### src/rtl/secded_encoder.sv
// Streaming SECDED Hamming encoder with a 2-stage valid/ready pipeline and a
// running count of emitted codewords.
// Optional build macro SECDED_ENCODER_ERROR_INJECT_EN adds inject_en/inject_mask
// inputs that XOR a mask into the codeword as it enters the output stage.
// Codeword layout: bit 0 is overall even parity, check bit c_k sits at position
// 2^k, data bits fill the remaining positions in ascending order.
// BUS_WIDTH must be >= CODE_WIDTH; upper output bus bits are driven to zero.
// PARITY_BITS must satisfy 2^PARITY_BITS >= CODE_WIDTH.
module secded_encoder #(
    parameter int unsigned DATA_WIDTH  = 32,
    parameter int unsigned PARITY_BITS = 6,
    parameter int unsigned COUNT_WIDTH = 32,
    parameter int unsigned DEST_WIDTH  = 4,
    parameter int unsigned BUS_WIDTH   = 64,
    localparam int unsigned CODE_WIDTH = DATA_WIDTH + PARITY_BITS + 1
) (
    input  logic                   clock,
    input  logic                   reset,
    // payload stream
    input  logic [DATA_WIDTH-1:0]  data_in_data,
    input  logic                   data_in_valid,
    output logic                   data_in_ready,
    input  logic [DEST_WIDTH-1:0]  data_in_dest,
    // codeword stream
    output logic [BUS_WIDTH-1:0]   data_out_data,
    output logic                   data_out_valid,
    input  logic                   data_out_ready,
    output logic [DEST_WIDTH-1:0]  data_out_dest,
`ifdef SECDED_ENCODER_ERROR_INJECT_EN
    input  logic                   inject_en,
    input  logic [CODE_WIDTH-1:0]  inject_mask,
`endif
    output logic [COUNT_WIDTH-1:0] encoded_count
);

    localparam int unsigned CW_IDX = $clog2(CODE_WIDTH);
    localparam int unsigned DW_IDX = (DATA_WIDTH > 1) ? $clog2(DATA_WIDTH) : 1;

    logic                   r_s1_valid;
    logic [DATA_WIDTH-1:0]  r_s1_data;
    logic [DEST_WIDTH-1:0]  r_s1_dest;
    logic                   r_s2_valid;
    logic [CODE_WIDTH-1:0]  r_s2_code;
    logic [DEST_WIDTH-1:0]  r_s2_dest;
    logic [COUNT_WIDTH-1:0] r_count;

    logic                   w_s2_en;
    logic [CODE_WIDTH-1:0]  w_inject;
    logic [CODE_WIDTH-1:0]  w_code;

    // Place data bits at non-power-of-two positions, then fold them into the
    // check bits and finish with overall parity over positions 1..CODE_WIDTH-1.
    function automatic logic [CODE_WIDTH-1:0] f_encode(input logic [DATA_WIDTH-1:0] d);
        logic [CODE_WIDTH-1:0] cw;
        int unsigned           di;
        cw = '0;
        di = 0;
        for (int unsigned p = 1; p < CODE_WIDTH; p++) begin
            if ((p & (p - 1)) != 0) begin
                cw[CW_IDX'(p)] = d[DW_IDX'(di)];
                di++;
            end
        end
        for (int unsigned k = 0; k < PARITY_BITS; k++) begin
            for (int unsigned p = 1; p < CODE_WIDTH; p++) begin
                if (((p & (p - 1)) != 0) && (((p >> k) & 1) != 0)) begin
                    cw[CW_IDX'(1 << k)] = cw[CW_IDX'(1 << k)] ^ cw[CW_IDX'(p)];
                end
            end
        end
        cw[0] = ^cw[CODE_WIDTH-1:1];
        return cw;
    endfunction

    // S1 may take a new word unless both stages are full and the output stalls
    assign data_in_ready = !r_s1_valid || !r_s2_valid || data_out_ready;
    // S2 may load when empty or when its word drains this cycle
    assign w_s2_en       = !r_s2_valid || data_out_ready;

`ifdef SECDED_ENCODER_ERROR_INJECT_EN
    assign w_inject = inject_en ? inject_mask : '0;
`else
    assign w_inject = '0;
`endif

    // Codeword for the word currently held in S1, with optional corruption
    always_comb begin
        w_code = f_encode(r_s1_data) ^ w_inject;
    end

    // Stage 1: capture the incoming payload and dest
    always_ff @(posedge clock or posedge reset) begin
        if (reset) begin
            r_s1_valid <= 1'b0;
            r_s1_data  <= '0;
            r_s1_dest  <= '0;
        end else if (data_in_ready) begin
            r_s1_valid <= data_in_valid;
            if (data_in_valid) begin
                r_s1_data <= data_in_data;
                r_s1_dest <= data_in_dest;
            end
        end
    end

    // Stage 2: capture the codeword and dest; holds while stalled
    always_ff @(posedge clock or posedge reset) begin
        if (reset) begin
            r_s2_valid <= 1'b0;
            r_s2_code  <= '0;
            r_s2_dest  <= '0;
        end else if (w_s2_en) begin
            r_s2_valid <= r_s1_valid;
            if (r_s1_valid) begin
                r_s2_code <= w_code;
                r_s2_dest <= r_s1_dest;
            end
        end
    end

    // Count completed output handshakes, wrapping naturally
    always_ff @(posedge clock or posedge reset) begin
        if (reset) begin
            r_count <= '0;
        end else if (r_s2_valid && data_out_ready) begin
            r_count <= r_count + COUNT_WIDTH'(1);
        end
    end

    assign data_out_valid = r_s2_valid;
    assign data_out_data  = BUS_WIDTH'(r_s2_code);
    assign data_out_dest  = r_s2_dest;
    assign encoded_count  = r_count;

endmodule

### config.mk
export PLATFORM = sky130hd
export DESIGN_NAME = secded_encoder
export DESIGN_NICKNAME = d
export VERILOG_FILES = /design/src/rtl/secded_encoder.sv
export SDC_FILE = /design/constraint.sdc
export NUM_CORES = 1
export LEC_CHECK = 0
export ABC_AREA = 1
export CAP_MARGIN = 30
export CORE_MARGIN = 2
export CORE_UTILIZATION = 40
export DETAILED_ROUTE_END_ITERATION = 6
export PLACE_DENSITY = 0.72
export SYNTH_ARGS = -nofsm -noshare
export SYNTH_HDL_FRONTEND = slang
export SYNTH_SLANG_ARGS = --single-unit
export TNS_END_PERCENT = 100
### constraint.sdc
create_clock -name clock -period 8.5 [get_ports clock]
set_clock_uncertainty 0.1 [all_clocks]
set_input_delay 2.55 -clock clock [delete_from_list [all_inputs] [get_ports clock]]
set_output_delay 2.55 -clock clock [all_outputs]
set_load 0.005 [all_outputs]
==> Word-level counts from Yosys, hierarchy flattened <==
Cells that the tools add are included.
{ "totals": {"elab_cells": 96, "output_inout_bits": 102, "reg_bits": 112, "inputBits": 40} }
{ "classes": {"reduce_logical": 9, "addsub": 1, "n_bitwise": 79} }
{ "ops": {"columns": ["cell", "count"], "rows": [
  ["bitwise XOR 1 bit", 79],
  ["parity 38 bit", 1],
  ["adder 32 x 1 -> 32 bit (second input constant)", 1],
  ["AND reduction 2 bit", 2],
  ["logical OR 1 bit", 3],
  ["zero test 1 bit", 2],
  ["logical AND 1 bit", 1]
]} }

==> Longest topological paths before layout <==
{ "logic_depth": {"word_depth": 18, "ltp_mapped": 19, "mapped_depth_nobuf": 19} }

==> Worst setup path before layout <==
No wires, ideal clock.
{ "synth_path": {"path_type": "input port to output port", "startpoint": "in data_out_ready", "endpoint": "out data_in_ready", "t_required_ps": 5850, "arrival_time_ps": 2699, "n_path_buf": 0, "slack_ps": 3151, "stages": 2, "cell_sequence": "inv_1 > nand3_1"} }
{ "synth_via": {"elab_chain_cells": 1} }
{ "synth_lines": {"columns": ["element", "line_no", "text"], "rows": [
  ["start: declaration", "27", "input logic data_out_ready,"],
  ["logical OR 1 bit", "76", "assign data_in_ready = !r_s1_valid || !r_s2_valid || data_out_ready;"],
  ["end: declaration", "22", "output logic data_in_ready,"]
]} }
Every way passes these cells.

==> Final worst setup path <==
Same ends and word-level chain as after synthesis.

==> impl_results.md <==
* Outcome: finished, final reports clean
* CTS tree: built
* Tightest slew margin relative to the limit at 50.54%
* Clk Latency, worst-skew pair at 360 ps
* Transition time at the pin with the least slew margin at 741.9 ps
* Iteration-0 DRC Markers at 220
* Filler cell count at 1360
* Die Outline Area at 15180 sq um
* Layout cells sized above 1 at 5.488%
* Cts-stage hold buffer count at 0
* Total negative slack for setup checks at 0 ps
* Synth area leaders: sky130_fd_sc_hd__dfrtp_1 49%, sky130_fd_sc_hd__nand2_1 14%, sky130_fd_sc_hd__inv_1 4.4%, sky130_fd_sc_hd__xnor2_1 4.0%, sky130_fd_sc_hd__xor2_1 4.0%
* Delay of the slowest cell on the worst path at 520 ps
* Floorplan core area at 13880 sq um
* Std cell rows at 43
* Maximum fanout along the worst path at 3
* Clk pwr share at 23.6%
* Clock tree root driver cell: sky130_fd_sc_hd__clkbuf_16
* # resized after CTS at 0
* DP Cell Count at 984
* Sw Pwr at 0.6047 mW
* Combined flip-flop and latch cell area at 2803 sq um
* Initial antenna violation count at 0
* Critical Path Stages at 4
* Multi-input logic area at 2431 sq um
* Number of clock buffers inserted by TritonCTS at 9
* Fraction of synthesized cell area taken by the top area cell type at 49.32%
* Number of buffers inserted by port buffering at 115
* Area growth from synthesis to layout at 27.06%
* Primary flip-flop cell chosen by synthesis mapping: sky130_fd_sc_hd__dfrtp_1
* Overall via count from detail_route at 4576
* Buffer and inverter count on the worst path at 3
* Combinational group share of total power at 35.7%
* Count leader, synth: sky130_fd_sc_hd__nand2_1
* Global-route wire length before repair at 21120 um
* Clock Sink Count at 112
* Sequential fraction of design power at 40.8%
* Most frequent cells after synthesis: 213 x sky130_fd_sc_hd__nand2_1, 112 x sky130_fd_sc_hd__dfrtp_1, 67 x sky130_fd_sc_hd__inv_1
* Diodes inserted at 0
* Total Nets Final at 856
* Post-layout minimum cycle time at 6449 ps
* Worst Hold Path Cells at 1
* Mapped cell area at 5683 sq um
* Total I/O pin count at 142
* Total power divided by cell area at 247.7 nW/um^2
* Post-synth ARST share at 100.0%
* Maximum number of pins on one net before global-route repair at 82
* Max stage delay cell, worst path: sky130_fd_sc_hd__clkdlybuf4s50_1
* Hold violation count in the final report at 0
* # Post-CTS Setup Buffers at 0
* Maximum achievable frequency at 155.1 MHz
* Crit path cell chain: clkdlybuf4s50_1, inv_1, nand3_1, clkdlybuf4s50_1
* Initial core utilization at 40.94%
* Final GP Congestion at 0.8468
* Bufs on Longest Clock Path at 2
* Routed wire length per instance at 12.74 um
* Initial DRT Pass Iterations at 6
* Post-route setup slack at 2051 ps
* Worst Setup Slack post-DPL at 2053 ps
* Number of setup violations in the final report at 0
* Seq/Total Area, Yosys at 49.32%
* Number of enable flip-flop cells after synthesis at 0
* DRC at 0
* Max Slew Vio Count at 0
* Cell taking the most area after synthesis: sky130_fd_sc_hd__dfrtp_1
* Vias per cell at 4.576
* Category of the most critical setup path: input pin to output pin
* Total Routing Usage GR at 17.89%
* Hold Path Class: flip-flop to flip-flop
* Yosys reg bits at 112
* Width of the chip at 123.2 um
* Static power due to leakage at 3.687 nW
* Proportion of total power due to net switching at 33.81%
* Number of standard cells in the final layout excluding fillers at 1000
* Worst reg-to-reg path cell count at 11
* Kind of launch point of the worst setup path: input pin
* Total number of yosys warnings at 0
* Average instance area after synthesis at 8.095 sq um
* Vert. Die Dim at 123.2 um
* Internal power at 1.184 mW
* HPWL after detailed placement at 9308 um
* Worst supply voltage drop on vdd at 0.1470 mV
* Data arrival time of the worst path at 3800 ps
* H-tree Lvls at 3
* RSZ-0062 raised after global routing: false
* Required time of the critical path at 5850 ps
* Fin util at 52.02%
* WL final at 12740 um
* Max-capacitance violation count at 0
* Cell class contributing the biggest share of worst-path delay: buffers and inverters
* Post-route ant nets at 0
* Clock-pin transition on the worst setup and hold timing paths at 70 ps
* Post-synthesis cell type count at 29
* Synth Instances at 702
* Number of global-route vias before repair at 4367
* Period utilization at 75.88%
* Grt ovf at 0
* Crit-path most repeated cell: sky130_fd_sc_hd__clkdlybuf4s50_1
* Setup crit end kind: output pin
==> cells by family after synthesis <==
family                   after synthesis  share of synthesized area, %
AND/OR/NAND/NOR                      338                         25.52
buffers and inverters                120                         9.643
flip-flops                           112                         49.32
AO/OA/AOI/OAI                         75                         6.627
XOR/XNOR                              52                         8.014
multiplexers                           3                        0.5944
adder cells (fa/ha/maj)                1                        0.2201
other                                  1                       0.06599
==> sequential cells by signal (all words and copies together) (netlist names) <==
signal / count
r_s1_valid: 1
r_s2_code: 38
encoded_count: 32
data_out_valid: 1
r_s1_data: 32
r_s1_dest: 4
data_out_dest: 4
==> through the flow <==
step	hold WS, ps	cell area, sq um	total power [mW]
after floorplan	367.4	5777	1.104
after global placement	364.3	6932	1.367
after detailed placement	371.2	6932	1.384
after CTS	382.1	7221	1.813
after global routing	404.5	7221	1.929
final	373.3	7221	1.789
==> worst paths after layout <==
kind	startpoint	to	slack [ps]
max	data_out_ready	data_in_ready	2050
min	encoded_count[31]	encoded_count[31]	370
max reg2reg	encoded_count[1]	encoded_count[28]	6250
min reg2reg	encoded_count[31]	encoded_count[31]	370
max in group asynchronous	reset	r_s2_code[14]	4530
min in group asynchronous	reset	encoded_count[18]	2540
==> layer usage <==
layer  vias to the layer above  global-route usage (%)  part of all wire [%]  wire length (um)
li1                       2351                       -                     -                 -
met1                      2108                   23.35                    45              5792
met2                       104                   28.16                    46              5806
met3                        13                   6.089                   7.5               956
met4                         0                   5.398                   1.5               186
met5                         -                       0                     0                 0
==> power groups by stage <==
| stage | registers, mW | clock network (mW) | logic (mW) |
|---|---|---|---|
| 6_report | 0.729 | 0.421 | 0.638 |
| 3_5_place_dp | 0.738 | 0 | 0.645 |
| 4_1_cts | 0.730 | 0.435 | 0.648 |
| 2_1_floorplan | 0.729 | 0 | 0.375 |
| 5_1_grt | 0.746 | 0.457 | 0.725 |
| 3_3_place_gp | 0.736 | 0 | 0.631 |
==> placed cells by master, fill, tap and decap left out, drive strengths merged <==
cell	instances
nand2	216
nor2	63
or2	2
nor3	4
mux2	3
xnor2	26
inv	80
nand3b	2
a31oi	1
buf	3
a21oi	34
bufinv	1
ha	1
xor2	26
clkinv	2
nand4	8
clkdlybuf4s50	115
nand3	42
conb	26
nor4	1
clkbuf	12
o21ai	40
dfrtp	112
==> area by class of cell <==
| cell class | instances | share of cell area, % |
|---|---|---|
| flip-flops and latches | 112 | 38.81 |
| inverters | 79 | 4.141 |
| clock buffers | 12 | 3.275 |
| well taps | 180 | 3.119 |
| multi-input cells | 495 | 33.67 |
| clock inverters | 4 | 0.7278 |
| repair buffers | 118 | 16.25 |
Power figures use the tool's default switching activity.
